File: config.mk
export PLATFORM = sky130hd
export DESIGN_NAME = rr_pick_32
export DESIGN_NICKNAME = d
export VERILOG_FILES = /design/src/rtl/arb_pkg.sv /design/src/rtl/rr_pick_32.sv
export SDC_FILE = /design/constraint.sdc
export NUM_CORES = 1
export LEC_CHECK = 0
export ABC_AREA = 1
export CORE_MARGIN = 2
export CORE_UTILIZATION = 56
export DETAILED_ROUTE_END_ITERATION = 10
export PLACE_DENSITY_LB_ADDON = 0.25
export SYNTH_ARGS = -nofsm -noshare
export SYNTH_HDL_FRONTEND = slang
export SYNTH_SLANG_ARGS = --single-unit
File: constraint.sdc
create_clock -name vclk -period 14.45
set_input_delay 2.89 -clock vclk [all_inputs]
set_output_delay 2.89 -clock vclk [all_outputs]
set_load 0.03 [all_outputs]
File: src/rtl/arb_pkg.sv
// Shared types and sizes for the 32-port round-robin arbiter and its mux-side consumers.
package arb_pkg;

    localparam int unsigned PORT_NUM  = 32;
    localparam int unsigned IDX_WIDTH = 5;

    typedef enum logic {IDLE, GRANT} arb_state_t;

    typedef logic [PORT_NUM-1:0] port_vec_t;

endpackage

File: src/rtl/rr_pick_32.sv
// Combinational circular first-set search of req starting at ptr.
module rr_pick_32
    import arb_pkg::*;
(
    input  port_vec_t              req,
    input  logic [IDX_WIDTH-1:0]   ptr,
    output logic                   pick_vld,
    output logic [IDX_WIDTH-1:0]   pick_idx
);

    port_vec_t                 mask_hi;
    logic [2*PORT_NUM-1:0]     dbl;

    // Upper copy is unmasked so the search wraps below ptr when nothing at or above ptr is set.
    always_comb begin
        mask_hi  = ~((port_vec_t'(1) << ptr) - port_vec_t'(1));
        dbl      = {req, req & mask_hi};
        pick_vld = |req;
        pick_idx = '0;
        for (int i = int'(2 * PORT_NUM) - 1; i >= 0; i--) begin
            if (dbl[i]) begin
                pick_idx = IDX_WIDTH'(i);
            end
        end
    end

endmodule

==> results of run 1 <==
==> Yosys cell counts (all sizes together) <==
cell type	n	area share [%]
a21oi	15	5.3
o21ai	12	4.1
nor3	9	3.5
nand4	2	0.80
o31ai	2	0.96
nand3b	1	0.48
nand2	114	28
a41oi	1	0.56
o41ai	1	0.56
a31oi	2	0.80
nand3	14	5.1
a22oi	1	0.48
inv	85	20
o22ai	1	0.40
and2	1	0.48
a21boi	2	0.96
nor4	3	1.2
o2111ai	2	1.1
o211ai	2	0.96
ha	1	0.80
nor2	77	21
a31o	1	0.56
a311oi	1	0.56
a211oi	1	0.48
o21bai	2	0.96
==> metal layers <==
layer,vias to the layer above,wire length [µm],track usage (%)
li1,1184,-,-
met1,940,2120,38.0
met2,82,2230,55.5
met3,20,221,0.230
met4,0,239,14.6
met5,-,0,0
==> stage by stage <==
step | utilization [%] | power (µW)
final | 75.1 | 77.5
after global routing | 75.1 | 86.0
after CTS | 75.1 | 76.7
after detailed placement | 75.1 | 76.4
after global placement | 75.1 | 75.6
after floorplan | - | 48.8
==> cell families after synthesis <==
logic type	Yosys count
compound gates	46
fa+ha+maj	1
buf+inv	85
simple gates	221
==> worst max-delay path, delay by kind of cell <==
| kind | cells | cell delay [ns] |
|---|---|---|
| AND/OR/NAND/NOR | 42 | 2.83 |
| buffers and inverters | 13 | 2.06 |
| AO/OA/AOI/OAI | 4 | 0.48 |
| adder cells (fa/ha/maj) | 1 | 0.16 |
==> worst max path at each step <==
stage,from,end,slack (ns),cells past startpoint
4_1_cts,ptr[0],pick_idx[0],3.16,60
5_1_grt,ptr[0],pick_idx[0],2.51,60
2_1_floorplan,ptr[0],pick_idx[0],4.89,58
3_3_place_gp,ptr[0],pick_idx[0],3.36,60
6_report,ptr[0],pick_idx[0],3.11,60
3_5_place_dp,ptr[0],pick_idx[0],3.19,60
==> power groups by stage <==
| stage | Combinational (µW) | Clock [µW] | Sequential, µW |
|---|---|---|---|
| finish | 77.5 | 0 | 0 |
| detailed placement | 76.4 | 0 | 0 |
| CTS | 76.7 | 0 | 0 |
| global route | 86.0 | 0 | 0 |
| global placement | 75.6 | 0 | 0 |
| floorplan | 48.8 | 0 | 0 |
==> layout make-up <==
| class | instances | share of cell area, % |
|---|---|---|
| multi-input cells | 268 | 61.3 |
| repair buffers | 43 | 21.2 |
| inverters | 85 | 15.7 |
| well taps | 31 | 1.91 |
==> metrics.md, run 1 <==
| Metric | Value |
|---|---|
| Final design area excluding fillers | 0.00203 mm² |
| Minimum setup slack after placement | 3.19 ns |
| Category of the critical setup timing path | in -> out |
| Number of violations of the max-capacitance limit | 0 |
| Type of the most critical hold path | in -> out |
| Xor and xnor fraction of the mapped netlist area | 0% |
| Dominant combinational cell family by area after synthesis | simple AND/OR/NAND/NOR gates |
| Switching power | 46.2 µW |
| Pin count of the biggest net entering global routing | 9 |
| Routability cong. | 0.955 |
| Fraction of layout instances using a drive strength above 1 | 7.58% |
| Count of flip-flops and latches | 0 |
| Startpoint class of the critical path | primary input |
| Core Box Area | 0.00271 mm² |
| Cell area after synthesis | about 0.0016 mm² |
| Cts hold-fix bufs | 0 |
| Final worst hold slack | roughly 7 ns |
| Hold violation count in the final report | 0 |
| Fraction of the mapped netlist area in compound gates | 18.7% |
| Layout overhead on the synthesized area | 30.0% |
| Slowest cell on the critical path | sky130_fd_sc_hd__clkdlybuf4s50_1 |
| Top-Level Pins | 43 |
| Starting density of the core | 57.8% |
| Most frequent cells in the layout | 112 x sky130_fd_sc_hd__nand2_1, 75 x sky130_fd_sc_hd__inv_1, 68 x sky130_fd_sc_hd__nor2_1 |
| Max stage delay on crit path | 0.68 ns |
| Hold Path Depth | 4 |
| Area enclosed by the die boundary | 0.00323 mm² |
| Run status | finished clean |
| Total congestion overflow after global routing | 0 |
| Launch point of the worst hold path | req[1] |
| Final Non-Filler Cells | 427 |
| Post-CTS setup-driven buffer insertion count | 0 |
| Number of vias per cell after detailed routing | roughly 5.2 |
| Post-layout net count | between 400 and 500 |
| Layout clock buffers | 0 |
| Power per unit of standard cell area | 38.1 mW/mm² |
| Gate count of the mapped netlist | 353 |
| Die outline height | 56.9 µm |
| Most frequent standard cell in the layout excluding fill and tap cells | sky130_fd_sc_hd__nand2_1 |
| Antenna diode count | 0 |
| Cell area after placement | 0.00203 mm² |
| Sequential standard cell area | 0 µm² |
| Clock power share | 0% |
| Antenna-violating nets left | 0 |
| Vias | 2,226 |
| Post-Syn Nets | 391 |
| Die X | 56.9 µm |
| Endpoint class of the critical path | output pin |
| Number of port buffers | 43 |
| Peak VDD IR | between 30 and 40 µV |
| Fraction of power consumed by sequential logic | 0% |
| Tmin final | 11.34 ns |
| Endpoint of the worst hold-timing path | pick_idx[0] |
| Register area share after synthesis | 0% |
| Cell total after placement | 427 |
| Endpoints failing setup | 0 |
| Fraction of the mapped netlist area in simple logic gates | about 60% |
| Unrepaired setup endpoints after global routing | false |
| Critical Path AT | 8.45 ns |
| Worst-Margin Slew | 0.498 ns |
| Total of cells resized after clock tree synthesis | 0 |
| Fraction of the cycle the final worst path needs | 78.5% |
| Number of placement rows | 19 |
| Sum Neg Setup Slack | 0 ns |
| Final max-slew violation count | 0 |
| Detailed-routing iteration count for the pre-antenna-repair pass | 4 |
| Antenna violations before repair | 0 |
| Area of the multi-input gates | 0.00125 mm² |
| Synth cell types | 33 |
| Upper clock frequency limit | just under 90 MHz |
| Iteration-0 DRC Markers | roughly 110 |
| Total DRC errors in the routed layout | 0 |
| Switching fraction of total power | 59.7% |
| GRT Total Usage | 30.9% |
| Worst Setup Slack, final | 3.11 ns |
| Library cell appearing most often on the critical path | sky130_fd_sc_hd__nand2_1 |
| Total length of routed wires | 4810 µm |
| Number of global-route vias before repair | 2,067 |
| Global-route wire length before repair | 8170 µm |
| Routed WL per cell | roughly 11 µm |
| Mapped Avg Cell Area | roughly 4.4 µm² |
| Crit path max fanout | 7 |
| Static Leakage | 0.00113 µW |
| Headroom to the max-slew limit | 66.4% |
| Share of synthesized area spent on multiplexers | 0% |
| Internal power component | 31.3 µW |
| Placed wire-length estimate | 4150 µm |
| Fraction of the mapped netlist area in adder cells | 0.799% |
| Yosys synthesis warning count | 0 |
| Power share of the combinational group | 100.0% |
| Filler instances | 251 |
| Required arrival time at the worst endpoint | around 12 ns |
Power figures use the tool's default switching activity.
==> run 2, diff against run 1 <==
Settings changed: CORE_UTILIZATION 56 to 52.
Clock period 14.45 ns to 11.63 ns, I/O delays scaled along.
==> metrics.md, run 2 (synthesis results as in run 1) <==
| Metric | Value |
|---|---|
| Number of placement rows | 19 |
| Startpoint class of the critical path | primary input |
| Filler instances | approximately 290 |
| Iteration-0 DRC Markers | around 130 |
| Number of vias per cell after detailed routing | 5.11 |
| Tot Pwr | 95.7 µW |
| Power per unit of standard cell area | 47.1 mW/mm² |
| Fraction of power consumed by sequential logic | 0% |
| Fraction of the cycle the final worst path needs | 87.2% |
| Total congestion overflow after global routing | 0 |
| Pin count of the biggest net entering global routing | 9 |
| Category of the critical setup timing path | in -> out |
| Number of port buffers | 43 |
| Detailed-routing iteration count for the pre-antenna-repair pass | 7 |
| Fraction of layout instances using a drive strength above 1 | 7.58% |
| Routed WL per cell | between 10 and 15 µm |
| Endpoints failing setup | 0 |
| Sum Neg Setup Slack | 0 ns |
| Hold violation count in the final report | 0 |
| Final max-slew violation count | 0 |
| GRT Total Usage | 28.3% |
| Total length of routed wires | 4610 µm |
| Post-layout net count | 436 |
| Most frequent standard cell in the layout excluding fill and tap cells | sky130_fd_sc_hd__nand2_1 |
| Slowest cell on the critical path | sky130_fd_sc_hd__clkdlybuf4s50_1 |
| Antenna diode count | 0 |
| Unrepaired setup endpoints after global routing | false |
| Run status | finished, violations left |
| Crit path max fanout | 7 |
| Tmin final | just over 10 ns |
| Endpoint class of the critical path | output pin |
| Die X | approximately 59 µm |
| Switching fraction of total power | between 50% and 60% |
| Internal power component | 38.8 µW |
| Antenna-violating nets left | 0 |
| Cell class contributing the biggest share of worst-path delay | simple AND/OR/NAND/NOR gates |
| Antenna violations before repair | 0 |
| Routability cong. | 0.952 |
| Number of violations of the max-capacitance limit | 0 |
| Worst-Margin Slew | between 0.5 and 0.6 ns |
| Cts hold-fix bufs | 0 |
| Number of global-route vias before repair | 1,957 |
| Layout overhead on the synthesized area | 30.0% |
| Area of the multi-input gates | 0.00125 mm² |
| Sum of buffers and inverters on the critical path | 13 |
| Top-Level Pins | 43 |
| Power share of the combinational group | 100.0% |
| Headroom to the max-slew limit | 64.6% |
| Post-CTS setup-driven buffer insertion count | 0 |
| Count of flip-flops and latches | 0 |
| Required arrival time at the worst endpoint | roughly 9.3 ns |
| Sequential standard cell area | 0 µm² |
| Area enclosed by the die boundary | 0.00347 mm² |
| Violated checks | DRC |
| Most frequent cells in the layout | 112 x sky130_fd_sc_hd__nand2_1, 75 x sky130_fd_sc_hd__inv_1, 68 x sky130_fd_sc_hd__nor2_1 |
| Switching power | 56.9 µW |
| Total of cells resized after clock tree synthesis | 0 |
| Critical Path AT | 7.82 ns |
| Vias | 2,184 |
| Library cell appearing most often on the critical path | sky130_fd_sc_hd__nand2_1 |
| Core Box Area | 0.00281 mm² |
| Upper clock frequency limit | 98.6 MHz |
| Total DRC errors in the routed layout | 3 |
| Clock power share | 0% |
| Static Leakage | about 0.0011 µW |
| Die outline height | 58.9 µm |
| Starting density of the core | about 56% |
| Layout clock buffers | 0 |
| Max stage delay on crit path | about 0.67 ns |
| Placed wire-length estimate | 4010 µm |
| Global-route wire length before repair | 7910 µm |
| Peak VDD IR | ~28 µV |
| Type of the most critical hold path | in -> out |
-- run 2: cell counts in the layout (fill, tap and decap cells not counted) --
No cell type changed its count.
-- run 2: power groups by stage --
stage | Sequential [µW] | Combinational (µW) | Clock (µW)
floorplan | 0 | 60.6 | 0
global placement | 0 | 93.7 | 0
detailed placement | 0 | 94.7 | 0
CTS | 0 | 95.1 | 0
global route | 0 | 107 | 0
finish | 0 | 95.7 | 0
-- run 2: final timing paths --
path,from,end,slack [ns],cells after the start
worst min-delay path,req[1],pick_idx[0],5.85,4
worst max-delay path,ptr[0],pick_idx[0],1.49,60
-- run 2: layer usage --
metal | up-vias | part of all wire [%] | GRT usage [%]
li1 | 1179 | - | -
met3 | 10 | 3.6 | 0.440
met2 | 64 | 47 | 52.9
met5 | - | 0 | 0
met1 | 931 | 46 | 35.7
met4 | 0 | 2.6 | 6.82
-- run 2: final cells by class --
cell class,instances,area share (%)
multi-input cells,268,61.3
repair buffers,43,21.2
inverters,85,15.7
well taps,31,1.91
-- run 2: tightest hold or removal path, cell delays in order --
cell and delay [ns]:
sky130_fd_sc_hd__clkdlybuf4s50_1 0.47, sky130_fd_sc_hd__nand2_1 0.10, sky130_fd_sc_hd__a21oi_2 0.05, sky130_fd_sc_hd__clkdlybuf4s50_1 0.58
-- run 2: stage by stage --
| step | setup slack [ns] | cells | utilization, % | area (µm²) | hold slack [ns] |
|---|---|---|---|---|---|
| after floorplan | 3.20 | 353 | - | 1570 | 4.82 |
| after global placement | 1.66 | 427 | 72.5 | 2030 | 5.85 |
| after detailed placement | 1.55 | 427 | 72.5 | 2030 | 5.85 |
| after CTS | 1.53 | 427 | 72.5 | 2030 | 5.85 |
| after global routing | 0.923 | 427 | 72.5 | 2030 | 5.90 |
| final | 1.49 | 427 | 72.5 | 2030 | 5.85 |
